--- src/rtl/serial_adder.sv ---
// serial_adder
//   Bit-serial adder/subtractor. One full-adder cell and a registered carry
//   process two WIDTH-bit operands one bit per clock, LSB first, under a
//   start/busy/done handshake.
//
// Parameters:
//   WIDTH  operand and result width in bits (>= 1)
//
// Ports:
//   clk    in   rising-edge clock
//   rst    in   synchronous active-high reset
//   start  in   request; sampled only in IDLE or DONE
//   sub    in   0 = add, 1 = subtract; captured with start
//   a      in   operand A; captured with start
//   b      in   operand B; captured with start
//   cin    in   carry-in for add; captured with start; ignored when sub=1
//   busy   out  high while an operation is in progress
//   done   out  one-cycle pulse; sum/cout/ovf just updated
//   sum    out  result; held until the next completion
//   cout   out  carry-out of the MSB (for subtract: 1 = no borrow)
//   ovf    out  two's-complement signed overflow of the result

module serial_adder #(
    parameter int WIDTH = 8
) (
    input  logic             clk,
    input  logic             rst,
    input  logic             start,
    input  logic             sub,
    input  logic [WIDTH-1:0] a,
    input  logic [WIDTH-1:0] b,
    input  logic             cin,
    output logic             busy,
    output logic             done,
    output logic [WIDTH-1:0] sum,
    output logic             cout,
    output logic             ovf
);

    localparam int CW = $clog2(WIDTH + 1);

    localparam logic [1:0] S_IDLE = 2'd0;
    localparam logic [1:0] S_RUN  = 2'd1;
    localparam logic [1:0] S_DONE = 2'd2;

    logic [1:0]       state;
    logic [WIDTH-1:0] a_sh;
    logic [WIDTH-1:0] b_sh;
    logic [WIDTH-1:0] res_sh;
    logic             carry;
    logic [CW-1:0]    cnt;
    logic             a_msb;
    logic             b_msb;

    // Subtraction is A + ~B + 1, so only the B operand and the first carry
    // differ between the two modes.
    logic [WIDTH-1:0] eff_b;
    logic             init_carry;

    // Full-adder cell and next result shift value.
    logic             bit_sum;
    logic             carry_nxt;
    logic [WIDTH-1:0] res_nxt;
    logic             last_bit;

    assign eff_b      = sub ? ~b : b;
    assign init_carry = sub ? 1'b1 : cin;

    assign busy = (state == S_RUN);
    assign done = (state == S_DONE);

    // NOTE: every signal assigned in always_comb gets a default first, so no
    // path leaves it unassigned and no latch is inferred.
    always_comb begin
        bit_sum   = a_sh[0] ^ b_sh[0] ^ carry;
        carry_nxt = (a_sh[0] & b_sh[0]) | (a_sh[0] & carry) | (b_sh[0] & carry);
        // Written as shift-then-insert so WIDTH=1 needs no special case.
        res_nxt            = res_sh >> 1;
        res_nxt[WIDTH-1]   = bit_sum;
        last_bit           = (cnt == CW'(WIDTH - 1));
    end

    // NOTE: state registers use non-blocking assignments so every register
    // samples the pre-edge values regardless of statement order.
    always_ff @(posedge clk) begin
        if (rst) begin
            state  <= S_IDLE;
            a_sh   <= '0;
            b_sh   <= '0;
            res_sh <= '0;
            carry  <= 1'b0;
            cnt    <= '0;
            a_msb  <= 1'b0;
            b_msb  <= 1'b0;
            sum    <= '0;
            cout   <= 1'b0;
            ovf    <= 1'b0;
        end else begin
            case (state)
                S_IDLE, S_DONE: begin
                    // DONE accepts a new start so operations can run back to back.
                    if (start) begin
                        a_sh  <= a;
                        b_sh  <= eff_b;
                        carry <= init_carry;
                        cnt   <= '0;
                        a_msb <= a[WIDTH-1];
                        b_msb <= eff_b[WIDTH-1];
                        state <= S_RUN;
                    end else begin
                        state <= S_IDLE;
                    end
                end
                S_RUN: begin
                    carry  <= carry_nxt;
                    res_sh <= res_nxt;
                    a_sh   <= a_sh >> 1;
                    b_sh   <= b_sh >> 1;
                    cnt    <= cnt + CW'(1);
                    if (last_bit) begin
                        sum   <= res_nxt;
                        cout  <= carry_nxt;
                        // Overflow: operands share a sign that the result lacks.
                        ovf   <= (a_msb == b_msb) && (bit_sum != a_msb);
                        state <= S_DONE;
                    end
                end
                default: state <= S_IDLE;
            endcase
        end
    end

endmodule

--- config.mk ---
export PLATFORM = sky130hd
export DESIGN_NAME = serial_adder
export DESIGN_NICKNAME = d
export VERILOG_FILES = /design/src/rtl/serial_adder.sv
export SDC_FILE = /design/constraint.sdc
export NUM_CORES = 1
export LEC_CHECK = 0
export ABC_AREA = 1
export ABC_CLOCK_PERIOD_IN_PS = 3700
export CORE_ASPECT_RATIO = 0.8
export CORE_UTILIZATION = 45
export CTS_BUF_LIST = sky130_fd_sc_hd__clkbuf_2 sky130_fd_sc_hd__clkbuf_4 sky130_fd_sc_hd__clkbuf_8
export CTS_CLUSTER_SIZE = 16
export DETAILED_ROUTE_END_ITERATION = 8
export GPL_TIMING_DRIVEN = 0
export PLACE_DENSITY = 0.73
export REMOVE_ABC_BUFFERS = 1
export SLEW_MARGIN = 10
export SYNTH_ARGS = -nofsm -noshare
export SYNTH_HDL_FRONTEND = slang
export SYNTH_SLANG_ARGS = --single-unit
--- constraint.sdc ---
create_clock -name clk -period 3.7 [get_ports clk]
set_input_delay 0.925 -clock clk [delete_from_list [all_inputs] [get_ports clk]]
set_output_delay 0.925 -clock clk [all_outputs]
set_load 0.005 [all_outputs]
-- Yosys cells after proc, flatten, opt, wreduce, memory -nomap -nowiden
Index checks and enable logic that the tools add are counted.
- reductions and logical operators: 7
- equality and inequality tests: 7
- multiplexer cells: 13
- $add $sub $neg: 1
- bitwise gates (word level): 8
- operators by type and width (operator ; number):
    8-bit case mux with 2 select lines ; 2
    8-bit 2-to-1 mux ; 3
    8-bit NOT ; 1
    4-bit case mux with 2 select lines ; 1
    2-bit AND reduction ; 3
    4-bit by 1-bit adder with 4-bit output, second input constant ; 1
    4-bit by 3-bit == test with 1-bit output, second input constant ; 1
    4-bit 2-to-1 mux ; 1
    2-bit case mux with 2 select lines ; 1
    1-bit AND ; 3
    1-bit 2-to-1 mux ; 3
    2-bit by 1-bit == test with 1-bit output, second input constant ; 1
    2-bit == test, second input constant ; 1
    2-bit logical NOT ; 1
    2-bit 2-to-1 mux ; 1
    2-bit by 1-bit != test with 1-bit output, second input constant ; 1
    2-bit != test, second input constant ; 1
    1-bit bitwise OR ; 2
    1-bit case mux with 2 select lines ; 1
    2-bit nonzero test ; 1
    2-bit OR reduction ; 1
    1-bit bitwise XOR ; 2
    1-bit == test ; 1
    1-bit logical AND ; 1
    1-bit != test ; 1
- bits in registers: 43
- input port bits: 21

-- Depth between registers and ports, before layout
Gate-level depths: netlist of the first run.
- word-level depth: 4
- gate-level depth with buffers: 8
- mapped depth without buffers: 7

-- Least setup slack after synthesis of the first run
OpenSTA, ideal clock, no wires.
- path type: input to register
- start: input port rst
- end: register cout
- cell stages on the path: 5
- path buffers: 2
- slack: 2.013 ns
- data arrival time: 1.565 ns
- cells stage by stage: buf_2 -> clkinv_1 -> buf_2 -> nand3_1 -> o21ai_0
- RTL lines (what ; RTL line ; text):
    start, declared ; 27 ; input logic rst,
    end signal, assigned ; 122 ; cout <= carry_nxt;
    end, declared ; 36 ; output logic cout,

==> results of run 1 <==
## per-stage QoR
stage               util (%)  total power [mW]  setup slack, ps  cell area [sq um]
CTS                     55.9             0.933              487               2330
detailed placement      53.6             0.630              162               2240
global route            55.9             0.970              251               2330
floorplan                  -             0.580             1920               1850
finish                  55.9             0.924              562               2330
global placement        53.6             0.628              162               2240
## power groups by stage
stage / combinational (mW) / clock (mW) / sequential, mW
finish: 0.130 / 0.305 / 0.490
global route: 0.148 / 0.329 / 0.493
CTS: 0.131 / 0.312 / 0.490
detailed placement: 0.130 / 0 / 0.500
global placement: 0.128 / 0 / 0.500
floorplan: 0.0820 / 0 / 0.498
## critical path, stage by stage
cell and delay (ps):
clkdlybuf4s50_1 940, clkinv_1 780, nand2_1 520, o21ai_0 130
## per-layer routing
layer	part of all wire [%]	wire [um]
met1	50	1830
met2	43	1570
met3	5.6	204
met4	1.2	43
met5	0	0
## cell families (layout without fill, tap and decap cells)
kind of cell	Yosys count	in the layout
AO/OA/AOI/OAI	41	41
adder cells (fa/ha/maj)	2	2
buffers and inverters	54	81
flip-flops	42	42
AND/OR/NAND/NOR	136	136
## flip-flops by register name, summed over array words and instances (netlist names)
signal  flops
a_msb       1
cout        1
res_sh      7
ovf         1
b_sh        8
sum         8
b_msb       1
carry       1
cnt         4
state       2
a_sh        8
## synthesized netlist by cell type, types with 2 or more instances
| library cell | count | area [sq um] |
|---|---|---|
| a21oi_1 | 16 | 80.1 |
| inv_1 | 38 | 143 |
| dfxtp_1 | 42 | 841 |
| inv_2 | 2 | 7.51 |
| nand3_1 | 28 | 140 |
| a21oi_2 | 6 | 52.6 |
| nand2_2 | 11 | 68.8 |
| nor2_1 | 13 | 48.8 |
| buf_6 | 4 | 45.0 |
| o21ai_0 | 17 | 85.1 |
| nand2_1 | 81 | 304 |
| buf_2 | 6 | 30.0 |
## worst paths after layout
kind	from	endpoint	slack, ps	cells after the start
min reg2reg	res_sh[3]$_SDFFE_PP0P_	res_sh[3]$_SDFFE_PP0P_	470	2
min	res_sh[3]$_SDFFE_PP0P_	res_sh[3]$_SDFFE_PP0P_	470	2
max reg2reg	state[0]$_SDFFE_PP0P_	sum[0]$_SDFFE_PP0P_	1990	5
max	rst	sum[5]$_SDFFE_PP0P_	560	4
## area by class of cell
type / instances / area [sq um]
inverter: 41 / 154
timing repair buffer: 32 / 320
sequential: 42 / 841
fill: 388 / 1840
tap: 57 / 71.3
clock inverter: 2 / 12.5
multi-input combinational: 179 / 853
clock buffer: 6 / 82.6
==> flow_metrics.tcl, run 1 <==
set metrics [dict create \
    grt_pass1_vias 1378 \
    dp_hpwl_mm 2.45 \
    yosysSeqAreaShare_pct 43.1 \
    synth_area_sq_mm 0.00195 \
    viasPerCell 4.63 \
    post_cts_buffers 0 \
    end_kind "register" \
    dp.cells 351 \
    syn_area_per_cell_sq_um 7.09 \
    p_int_mw 0.679 \
    cts_sinks 42 \
    fin_cells 359 \
    seqPwrFrac_pct 53.0 \
    grt_max_degree 28 \
    rows 21 \
    synth_edf_count 0 \
    holdWs_ps 466 \
    use_met3_pct 6.31 \
    cts_buffers 5 \
    synth_xor_area_share_pct 0 \
    cts_tree "done" \
    io_pins 33 \
    finalClockSkew_ps 9.66 \
    synth_adder_area_share_pct 1.67 \
    worst_slew_pin_slew_ps 733 \
    clockBufferDepth 2 \
    synth_mux_area_share_pct 0 \
    clockPowerShare_pct 32.9 \
    finalSetupViolations 0 \
    synth-main-ff-cell "dfxtp_1" \
    rsz0062_at_grt "no" \
    p_switching_mw 0.245 \
    p_comb_share_pct 14.1 \
    grt_util_met1_pct 22.6 \
    cts-root-buf "clkbuf_8" \
    layout-drive-gt1-share_pct 10.3 \
    synth_top_family_by_area "simple AND/OR/NAND/NOR gates" \
    period_share_pct 84.8 \
    area_growth_pct 19.8 \
    status "complete, no violations" \
    num_antenna_cells 0 \
    die_y_um 60.9 \
    antenna_found_initial 0 \
    critPathMaxFanout 27 \
    finalMaxSlewViolations 0 \
    drt-total-wl_mm 3.65 \
    clkSlewWorstSetupHoldPaths_ps 80 \
    grt_util_met2_pct 27.3 \
    worstPathArrival_ps 3300 \
    gp_congestion 0.751 \
    die_area_sq_mm 0.00460 \
    htreeDepth 2 \
    port_buffers 32 \
    power.density_mw_per_mm2 396 \
    ys.warnings.count 0 \
    hold_buffers 0 \
    final_nets 324 \
    dr.first_iter.drc_count 85 \
    grt_pass1_wl_mm 5.96 \
    ant_nets 0 \
    cts_resized 0 \
    cellLeakagePower_nw 1.03 \
    ys_ff_latch 42 \
    post_drt_wl_per_cell_um 10.2 \
    synth-simple-area-share_pct 30.0 \
    dr.pass1.iters 5 \
    drc 0 \
    yosysUniqueCellTypes 23 \
    max_freq_ghz 0.319 \
    period_minus_slack_ps 3140 \
    track_usage_pct 17.6 \
    worst-setup-path-type "input port to register" \
    start_util_pct 46.7 \
    synthArstFlopShare_pct 0 \
    num_vias 1663 \
    slew_headroom_pct 51.0 \
    die_w_um 75.6 \
    start_kind "input port" \
    hold_path.class "register to register" \
    layout_commonest_cell "nand2_1" \
    required_ps 3860 \
    coreArea_sq_mm 0.00418 \
    maxCapViolations 0 \
    top_usage_layer "met2" \
    hold_viol 0 \
    switching_share_pct 26.5 \
    mostFrequentLayoutCells "81 x nand2_1, 42 x dfxtp_1, 38 x inv_1, 32 x clkdlybuf4s50_1, 28 x nand3_1" \
    clk_latency_ps 290 \
    tns_ps 0 \
    globalRouteOverflowTotal 0 \
    synth_compound_area_share_pct 12.1 \
    netlist_instances 275 \
    ir_drop_v 0.000199 \
]
Note: power is estimated with default switching activity, not from simulation.
==> run 2: changes to the inputs <==
--- a/config.mk
+++ b/config.mk
@@ -6,7 +6,7 @@
 export NUM_CORES = 1
 export LEC_CHECK = 0
 export ABC_AREA = 1
-export ABC_CLOCK_PERIOD_IN_PS = 3700
+export ABC_CLOCK_PERIOD_IN_PS = 2990
 export CORE_ASPECT_RATIO = 0.8
 export CORE_UTILIZATION = 45
 export CTS_BUF_LIST = sky130_fd_sc_hd__clkbuf_2 sky130_fd_sc_hd__clkbuf_4 sky130_fd_sc_hd__clkbuf_8
==> constraint.sdc (replaced) <==
create_clock -name clk -period 2.99 [get_ports clk]
set_input_delay 0.7475 -clock clk [delete_from_list [all_inputs] [get_ports clk]]
set_output_delay 0.7475 -clock clk [all_outputs]
set_load 0.005 [all_outputs]
==> flow_metrics.tcl, run 2 (same netlist as run 1, synthesis figures left out) <==
set metrics [dict create \
    status "complete, no violations" \
    num_antenna_cells 0 \
    multi_input_area_sq_um 853 \
    start_util_pct 46.7 \
    clk_latency_ps 300 \
    fin_cells 359 \
    worst-setup-path-type "register to output pin" \
    top_usage_layer "met2" \
    dr.pass1.iters 4 \
    rsz0062_at_grt "no" \
    grt_util_met1_pct 22.6 \
    die_area_sq_mm 0.00460 \
    slew_headroom_pct 49.4 \
    layout-drive-gt1-share_pct 10.6 \
    critPathMaxFanout 23 \
    start_kind "register" \
    grt_pass1_wl_mm 5.96 \
    antenna_found_initial 0 \
    reg2reg_setup_slack_ps 1300 \
    layout_commonest_cell "nand2_1" \
    required_ps 2240 \
    finalClockSkew_ps 10.2 \
    gp_congestion 0.751 \
    port_buffers 32 \
    viasPerCell 4.64 \
    htreeDepth 2 \
    worst_slew_pin_slew_ps 757 \
    hold_path.class "register to register" \
    grt_util_met2_pct 27.3 \
    dp.cells 351 \
    die_y_um 60.9 \
    clockBufferDepth 2 \
    io_pins 33 \
    cts_buffers 5 \
    ant_nets 0 \
    drt-total-wl_mm 3.67 \
    worstPathArrival_ps 1930 \
    seq_area_sq_um 841 \
    tns_ps 0 \
    finalMaxSlewViolations 0 \
    final_nets 324 \
    cts-root-buf "clkbuf_8" \
    track_usage_pct 17.6 \
    top_regs "a_sh x8, b_sh x8, sum x8" \
    coreArea_sq_mm 0.00418 \
    post_cts_buffers 0 \
    ir_drop_v 0.000246 \
    power.density_mw_per_mm2 490 \
    globalRouteOverflowTotal 0 \
    grt_max_degree 28 \
    post_drt_wl_per_cell_um 10.2 \
    end_kind "output pin" \
    drc 0 \
    dr.first_iter.drc_count 81 \
    n_fill_cell 390 \
    period_share_pct 89.7 \
    period_minus_slack_ps 2680 \
    grt_pass1_vias 1378 \
    max_freq_ghz 0.373 \
    area_growth_pct 19.8 \
    dp_hpwl_mm 2.45 \
    rows 21 \
    finalSetupViolations 0 \
    holdWs_ps 466 \
    cellLeakagePower_nw 1.03 \
    hold_viol 0 \
    num_vias 1667 \
    cts_sinks 42 \
    mostFrequentLayoutCells "81 x nand2_1, 42 x dfxtp_1, 38 x inv_1, 32 x clkdlybuf4s50_1, 28 x nand3_1" \
    use_met3_pct 6.31 \
    cts_tree "done" \
    die_w_um 75.6 \
    clkSlewWorstSetupHoldPaths_ps 80 \
    maxCapViolations 0 \
]
-- run 2: cell counts in the layout (fill, tap and decap cells not counted) --
Identical to the previous run, type by type.
-- run 2: layer usage --
layer  wire length (um)  vias to the layer above
met5                  0                        -
met2               1570                       43
li1                   -                      903
met1               1840                      716
met4                 43                        0
met3                216                        5
-- run 2: what timing repair did --
action,4_1_cts,5_1_grt
gates resized for setup,1,0
hold buffers,0,0
setup endpoints to repair,8,0
-- run 2: path summary, 6_finish.rpt --
| path | start | endpoint | cells past startpoint |
|---|---|---|---|
| worst max-delay path | state[0]$_SDFFE_PP0P_ | busy | 3 |
| worst min-delay path | res_sh[3]$_SDFFE_PP0P_ | res_sh[3]$_SDFFE_PP0P_ | 2 |
| worst max register to register | state[0]$_SDFFE_PP0P_ | sum[0]$_SDFFE_PP0P_ | 5 |
| worst min register to register | res_sh[3]$_SDFFE_PP0P_ | res_sh[3]$_SDFFE_PP0P_ | 2 |
-- run 2: layout make-up --
class,count,area share [%]
clock inverter,2,0.536
inverter,41,6.64
multi-input combinational,179,36.5
tap,57,3.05
sequential,42,36.0
clock buffer,6,3.54
timing repair buffer,32,13.7
-- run 2: stage by stage --
stage | setup WS, ps | total power, mW | instance area, sq um | util, %
global route | 173 | 1.20 | 2340 | 55.9
detailed placement | -370 | 0.780 | 2240 | 53.6
global placement | -371 | 0.777 | 2240 | 53.6
CTS | 300 | 1.15 | 2340 | 55.9
finish | 308 | 1.14 | 2340 | 55.9
floorplan | 1380 | 0.717 | 1850 | -
-- run 2: power breakdown --
part / internal [mW] / switching (mW)
registers: 0.589 / 0.0176
clock network: 0.185 / 0.192
logic: 0.0665 / 0.0945
total: 0.841 / 0.304
-- run 2: critical path: stages (launching register included) --
cell and delay (ps):
dfxtp_1 410, inv_2 80, nor2_4 500, clkdlybuf4s50_1 620
